$ cat src/rtl/seq_alu.sv
// seq_alu: registered multi-cycle ALU with single-cycle ops plus shift-add
// MUL and restoring DIV/REM.
// Ports: Clk, Reset_n (async, active low), Start/OP/InputA/InputB launch an
// operation; Busy marks MUL/DIV iteration, Done pulses once when
// Out/OutHi/Cond/Zero/DivZero/Illegal take their new, held values.
module seq_alu #(
    parameter int W   = 8,
    parameter int Ops = 4
) (
    input  logic           Clk,
    input  logic           Reset_n,
    input  logic           Start,
    input  logic [Ops-1:0] OP,
    input  logic [W-1:0]   InputA,
    input  logic [W-1:0]   InputB,
    output logic           Busy,
    output logic           Done,
    output logic [W-1:0]   Out,
    output logic [W-1:0]   OutHi,
    output logic           Cond,
    output logic           Zero,
    output logic           DivZero,
    output logic           Illegal
);

    localparam int CW = $clog2(W + 1);

    localparam logic [Ops-1:0] OP_ADD = Ops'(0);
    localparam logic [Ops-1:0] OP_SUB = Ops'(1);
    localparam logic [Ops-1:0] OP_AND = Ops'(2);
    localparam logic [Ops-1:0] OP_OR  = Ops'(3);
    localparam logic [Ops-1:0] OP_NOT = Ops'(4);
    localparam logic [Ops-1:0] OP_XOR = Ops'(5);
    localparam logic [Ops-1:0] OP_LSH = Ops'(6);
    localparam logic [Ops-1:0] OP_RSH = Ops'(7);
    localparam logic [Ops-1:0] OP_SLT = Ops'(8);
    localparam logic [Ops-1:0] OP_SEQ = Ops'(9);
    localparam logic [Ops-1:0] OP_MUL = Ops'(10);
    localparam logic [Ops-1:0] OP_DIV = Ops'(11);

    typedef enum logic [1:0] {
        S_IDLE,
        S_RUN,
        S_FIN
    } state_t;

    state_t        state_q, state_d;
    logic [CW-1:0] cnt_q, cnt_d;
    logic [W-1:0]  hi_q, hi_d;
    logic [W-1:0]  lo_q, lo_d;
    logic [W-1:0]  opb_q, opb_d;
    logic          is_div_q, is_div_d;

    logic          busy_q, busy_d;
    logic          done_q, done_d;
    logic [W-1:0]  out_q, out_d;
    logic [W-1:0]  outhi_q, outhi_d;
    logic          cond_q, cond_d;
    logic          zero_q, zero_d;
    logic          divz_q, divz_d;
    logic          ill_q, ill_d;

    // Single-cycle result path
    logic [W-1:0]  sc_out;
    logic          sc_cond;
    logic          sc_ill;
    logic          shift_ovf;
    logic          is_multi;

    assign shift_ovf = ({1'b0, InputB} >= (W + 1)'(W));
    assign is_multi  = (OP == OP_MUL) || (OP == OP_DIV);

    always_comb begin
        sc_out  = '0;
        sc_cond = 1'b0;
        sc_ill  = 1'b0;
        unique case (OP)
            OP_ADD: sc_out = InputA + InputB;
            OP_SUB: sc_out = InputA - InputB;
            OP_AND: sc_out = InputA & InputB;
            OP_OR:  sc_out = InputA | InputB;
            OP_NOT: sc_out = ~InputA;
            OP_XOR: sc_out = InputA ^ InputB;
            OP_LSH: sc_out = shift_ovf ? '0 : (InputA << InputB);
            OP_RSH: sc_out = shift_ovf ? '0 : (InputA >> InputB);
            OP_SLT: begin
                sc_cond = (InputA < InputB);
                sc_out  = {{(W-1){1'b0}}, sc_cond};
            end
            OP_SEQ: begin
                sc_cond = (InputA == InputB);
                sc_out  = {{(W-1){1'b0}}, sc_cond};
            end
            OP_MUL, OP_DIV: sc_out = '0;
            default: sc_ill = 1'b1;
        endcase
    end

    // One MUL step: add multiplicand into the high half when the current
    // multiplier bit is set, then shift the {carry, hi, lo} pair right.
    logic [W:0]    mul_sum;
    // One DIV step: shift the next dividend bit into the partial remainder
    // and subtract the divisor if it fits. A zero divisor always "fits",
    // which naturally yields an all-ones quotient and remainder = dividend.
    logic [W:0]    div_r;
    logic [W+1:0]  div_diff;
    logic          div_take;
    logic [W-1:0]  step_hi;
    logic [W-1:0]  step_lo;

    always_comb begin
        mul_sum  = {1'b0, hi_q} + (lo_q[0] ? {1'b0, opb_q} : '0);
        div_r    = {hi_q, lo_q[W-1]};
        div_diff = {1'b0, div_r} - {2'b00, opb_q};
        div_take = ~div_diff[W+1];
        if (is_div_q) begin
            step_hi = div_take ? div_diff[W-1:0] : div_r[W-1:0];
            step_lo = {lo_q[W-2:0], div_take};
        end else begin
            step_hi = mul_sum[W:1];
            step_lo = {mul_sum[0], lo_q[W-1:1]};
        end
    end

    always_comb begin
        state_d  = state_q;
        cnt_d    = cnt_q;
        hi_d     = hi_q;
        lo_d     = lo_q;
        opb_d    = opb_q;
        is_div_d = is_div_q;
        busy_d   = busy_q;
        done_d   = 1'b0;
        out_d    = out_q;
        outhi_d  = outhi_q;
        cond_d   = cond_q;
        zero_d   = zero_q;
        divz_d   = divz_q;
        ill_d    = ill_q;
        unique case (state_q)
            S_IDLE: begin
                if (Start && is_multi) begin
                    state_d  = S_RUN;
                    cnt_d    = CW'(W);
                    hi_d     = '0;
                    lo_d     = InputA;
                    opb_d    = InputB;
                    is_div_d = (OP == OP_DIV);
                    busy_d   = 1'b1;
                end else if (Start) begin
                    state_d = S_FIN;
                    done_d  = 1'b1;
                    out_d   = sc_out;
                    outhi_d = '0;
                    cond_d  = sc_cond;
                    zero_d  = (sc_out == '0);
                    divz_d  = 1'b0;
                    ill_d   = sc_ill;
                end
            end
            S_RUN: begin
                hi_d  = step_hi;
                lo_d  = step_lo;
                cnt_d = cnt_q - CW'(1);
                if (cnt_q == CW'(1)) begin
                    state_d = S_FIN;
                    busy_d  = 1'b0;
                    done_d  = 1'b1;
                    out_d   = step_lo;
                    outhi_d = step_hi;
                    cond_d  = 1'b0;
                    zero_d  = (step_lo == '0);
                    divz_d  = is_div_q && (opb_q == '0);
                    ill_d   = 1'b0;
                end
            end
            S_FIN: state_d = S_IDLE;
            default: state_d = S_IDLE;
        endcase
    end

    always_ff @(posedge Clk or negedge Reset_n) begin
        if (!Reset_n) begin
            state_q  <= S_IDLE;
            cnt_q    <= '0;
            hi_q     <= '0;
            lo_q     <= '0;
            opb_q    <= '0;
            is_div_q <= 1'b0;
            busy_q   <= 1'b0;
            done_q   <= 1'b0;
            out_q    <= '0;
            outhi_q  <= '0;
            cond_q   <= 1'b0;
            zero_q   <= 1'b0;
            divz_q   <= 1'b0;
            ill_q    <= 1'b0;
        end else begin
            state_q  <= state_d;
            cnt_q    <= cnt_d;
            hi_q     <= hi_d;
            lo_q     <= lo_d;
            opb_q    <= opb_d;
            is_div_q <= is_div_d;
            busy_q   <= busy_d;
            done_q   <= done_d;
            out_q    <= out_d;
            outhi_q  <= outhi_d;
            cond_q   <= cond_d;
            zero_q   <= zero_d;
            divz_q   <= divz_d;
            ill_q    <= ill_d;
        end
    end

    assign Busy    = busy_q;
    assign Done    = done_q;
    assign Out     = out_q;
    assign OutHi   = outhi_q;
    assign Cond    = cond_q;
    assign Zero    = zero_q;
    assign DivZero = divz_q;
    assign Illegal = ill_q;

endmodule

$ cat config.mk
export PLATFORM = sky130hd
export DESIGN_NAME = seq_alu
export DESIGN_NICKNAME = d
export VERILOG_FILES = /design/src/rtl/seq_alu.sv
export SDC_FILE = /design/constraint.sdc
export NUM_CORES = 1
export LEC_CHECK = 0
export ABC_AREA = 1
export CAP_MARGIN = 25
export CORE_ASPECT_RATIO = 0.7
export CORE_MARGIN = 2
export CORE_UTILIZATION = 64
export DETAILED_ROUTE_END_ITERATION = 16
export GPL_ROUTABILITY_DRIVEN = 1
export PLACE_DENSITY = 0.86
export SYNTH_ARGS = -nofsm -noshare
export SYNTH_HDL_FRONTEND = slang
export SYNTH_SLANG_ARGS = --single-unit
$ cat constraint.sdc
create_clock -name Clk -period 4.2 [get_ports Clk]
set_clock_uncertainty 0.2 [all_clocks]
set_input_delay 0.84 -clock Clk [delete_from_list [all_inputs] [get_ports Clk]]
set_output_delay 0.84 -clock Clk [all_outputs]
set_load 0.05 [all_outputs]
==> impl_metrics.yaml <==
route:
  antenna_left: 0
  num_vias: 5457
  wl_per_cell_um: 17.68
  topRoutingLayerUsed: "met4"
  wl_um: 15770
  wl_met2_um: 6495
  drc_errors: 0
  met3WireLength_um: 2193
  drt_iter0_drc: 784
  dr.pass1.iters: 6
  wl_met1_um: 6790
  via_per_inst: 6.118
global_routing:
  overflow: 0
  grt_use_total: 0.3850
  grt_pass1_vias: 5037
  antenna_found_initial: 0
  grt_max_degree: 30
  grt_pass1_wl_um: 25300
logic_synthesis:
  yosysUniqueCellTypes: 42
  muxShareOfSynthArea: 0
  yosysTopAreaCellShare: 0.2667
  ys_top_cells_by_count: "214 x nand2_1, 86 x inv_1, 73 x nand3_1, 60 x nor2_1, 57 x o21ai_0"
  synthAdderAreaFrac: 0.1218
  netlist_top_cells_area: "dfrtp_1 27%, nand2_1 16%, ha_1 11%, nand3_1 7.3%, inv_1 6.5%"
  synth_edf_count: 0
  synth_seq_cells: 53
  synthSimpleGateAreaFrac: 0.3430
  synth_top_family_by_area: "simple AND/OR/NAND/NOR gates"
  yosysMostFrequentCell: "nand2_1"
  yosys_warnings: 0
  synth_xor_area_frac: 0.01585
  synth_compound_area_frac: 0.1475
  syn_area_per_cell_um2: 6.568
  syn_nets: 826
  synth_seq_area_share: 0.2667
  synth_top_area_cell: "dfrtp_1"
  async_flop_share: 1.000
  ys.flop_type: "dfrtp_1"
  syn_area_mm2: 0.004972
  syn_inst: 757
finish:
  utilization: 0.7473
  layout-drive-gt1-share: 0.05668
  nNetsFinal: 862
  fin_cells: 892
  diodes: 0
  area_growth_syn_to_layout_pct: 11.47
power_and_ir_drop:
  p_leak_nw: 2.845
  combPwrFrac: 0.592
  swShare: 0.5134
  max-vdd-ir-drop_uv: 588.0
  share_seq_of_total_power: 0.303
  p_switching_mw: 1.491
  power_density_mw_per_mm2: 523.7
  clkPwrFrac: 0.105
  p_int_mw: 1.413
placement:
  place.gp.congestion: 1.039
  dp_hpwl_um: 12530
  numPortBuffers: 44
  placedCellCount: 884
setup_path:
  worst_ep_required_time_ps: 4260
  cp.arrival_ps: 3650
  cp-end-kind: "flop"
  cp-start-kind: "input port"
  worstPathMaxFanout: 12
  critPathKind: "input port to flop"
timing:
  hold_viol: 0
  finalHoldWorstSlack_ps: 288.7
  setup_violations: 0
  fmax_mhz: 278.6
  tightest_slew_ps: 728.2
  rsz0062_at_grt: "no"
  drv_slew: 0
  min_period_ps: 3590
  slew_headroom: 0.5127
  period_share: 0.8547
  setup_tns_ps: 0
clock_tree:
  cts_tree: "built"
  clk_latency_ps: 330
  cts_resized: 0
  htreeDepth: 2
  clock_tree.root_cell: "clkbuf_8"
  holdBufCountCts: 0
  numCtsBuffers: 5
  cts.path.max_buffers: 2
  clock_sinks: 53
  clk_pin_slew_worst_paths_ps: 100
  post_cts_buffers: 0
die:
  fp.dieH_um: 77.75
  fp-row-count: 26
  dieArea_mm2: 0.008501
  die_w_um: 109.4
  num_io_pins: 45
  start_util: 0.6704
  core_area_mm2: 0.007417
worst_hold_path:
  min_path_type: "input port to asynchronous set/reset pin"
outcome:
  status: "completed"
flow_run:
  maxCapViolCount: 0
## power by group through the flow
stage	combinational [mW]	clock, mW	sequential, mW
2_1_floorplan	1.05	0	1.03
3_3_place_gp	1.59	0	0.869
3_5_place_dp	1.68	0	0.882
4_1_cts	1.69	0.305	0.872
5_1_grt	1.88	0.321	0.901
6_report	1.72	0.304	0.880
## stage by stage
stage / setup WS [ps] / power (mW) / cell area [µm²]
floorplan: 1407 / 2.082 / 4972
global placement: 397.0 / 2.463 / 5453
detailed placement: 396.3 / 2.558 / 5453
CTS: 722.1 / 2.862 / 5543
global route: 454.5 / 3.105 / 5543
finish: 610.4 / 2.903 / 5543
## registers in the layout (all words and copies together) (netlist names)
register	cells
is_div_q	1
DivZero	1
Busy	1
cnt_q	4
state_q	2
opb_q	8
hi_q	8
Done	1
OutHi	8
lo_q	8
Zero	1
Out	8
Illegal	1
Cond	1
## layer usage
| metal | GRT usage | vias to the layer above |
|---|---|---|
| li1 | - | 2563 |
| met1 | 0.5541 | 2515 |
| met2 | 0.5488 | 339 |
| met3 | 0.1445 | 40 |
| met4 | 0.08101 | 0 |
| met5 | 0 | - |
## cells in the final DEF, fill, tap and decap left out, types with 6 or more instances in the layout
| master | n |
|---|---|
| a21oi_1 | 44 |
| a31oi_1 | 6 |
| buf_4 | 10 |
| clkdlybuf4s50_1 | 43 |
| dfrtp_1 | 53 |
| ha_1 | 42 |
| inv_1 | 86 |
| inv_2 | 11 |
| nand2_1 | 214 |
| nand3_1 | 73 |
| nand4_1 | 16 |
| nor2_1 | 60 |
| nor3_1 | 8 |
| o211ai_1 | 8 |
| o21ai_0 | 57 |
| xor2_1 | 6 |
## path summary, 6_finish.rpt
| check | startpoint | end | slack, ps | depth (start not counted) |
|---|---|---|---|---|
| max in group asynchronous | Reset_n | opb_q[4] | 2700 | 2 |
| min in group Clk | Out[6] | Out[6] | 290 | 2 |
| min | Reset_n | cnt_q[2] | 290 | 1 |
| min reg2reg | Out[6] | Out[6] | 290 | 2 |
| max | InputB[0] | Zero | 610 | 13 |
| max reg2reg | state_q[1] | Illegal | 1090 | 7 |
## worst max-delay path, cell delays in order
cell and delay (ps):
clkdlybuf4s50_1 620, ha_1 380, fa_1 460, or2_1 250, nand3_1 90, nand3_1 90
nor3_1 220, nand2_1 80, a21oi_1 200, nand2_1 80, nor2_1 110, nand3_1 80
a21oi_1 160
## final cells by class
class,count,area (µm²)
Multi-Input combinational cell,581,3123
Fill cell,605,1874
Sequential cell,53,1326
Timing Repair Buffer,54,510.5
Inverter,98,370.4
Tap cell,98,122.6
Clock buffer,5,68.82
Clock inverter,3,21.27
## cell families (layout without fill, tap and decap cells)
family          after synthesis  in the layout
buf+inv                     123            160
flops                        53             53
fa+ha+maj                    46             46
simple gates                393            393
xor+xnor                      9              9
compound gates              133            133
(Power assumes the default switching activity.)
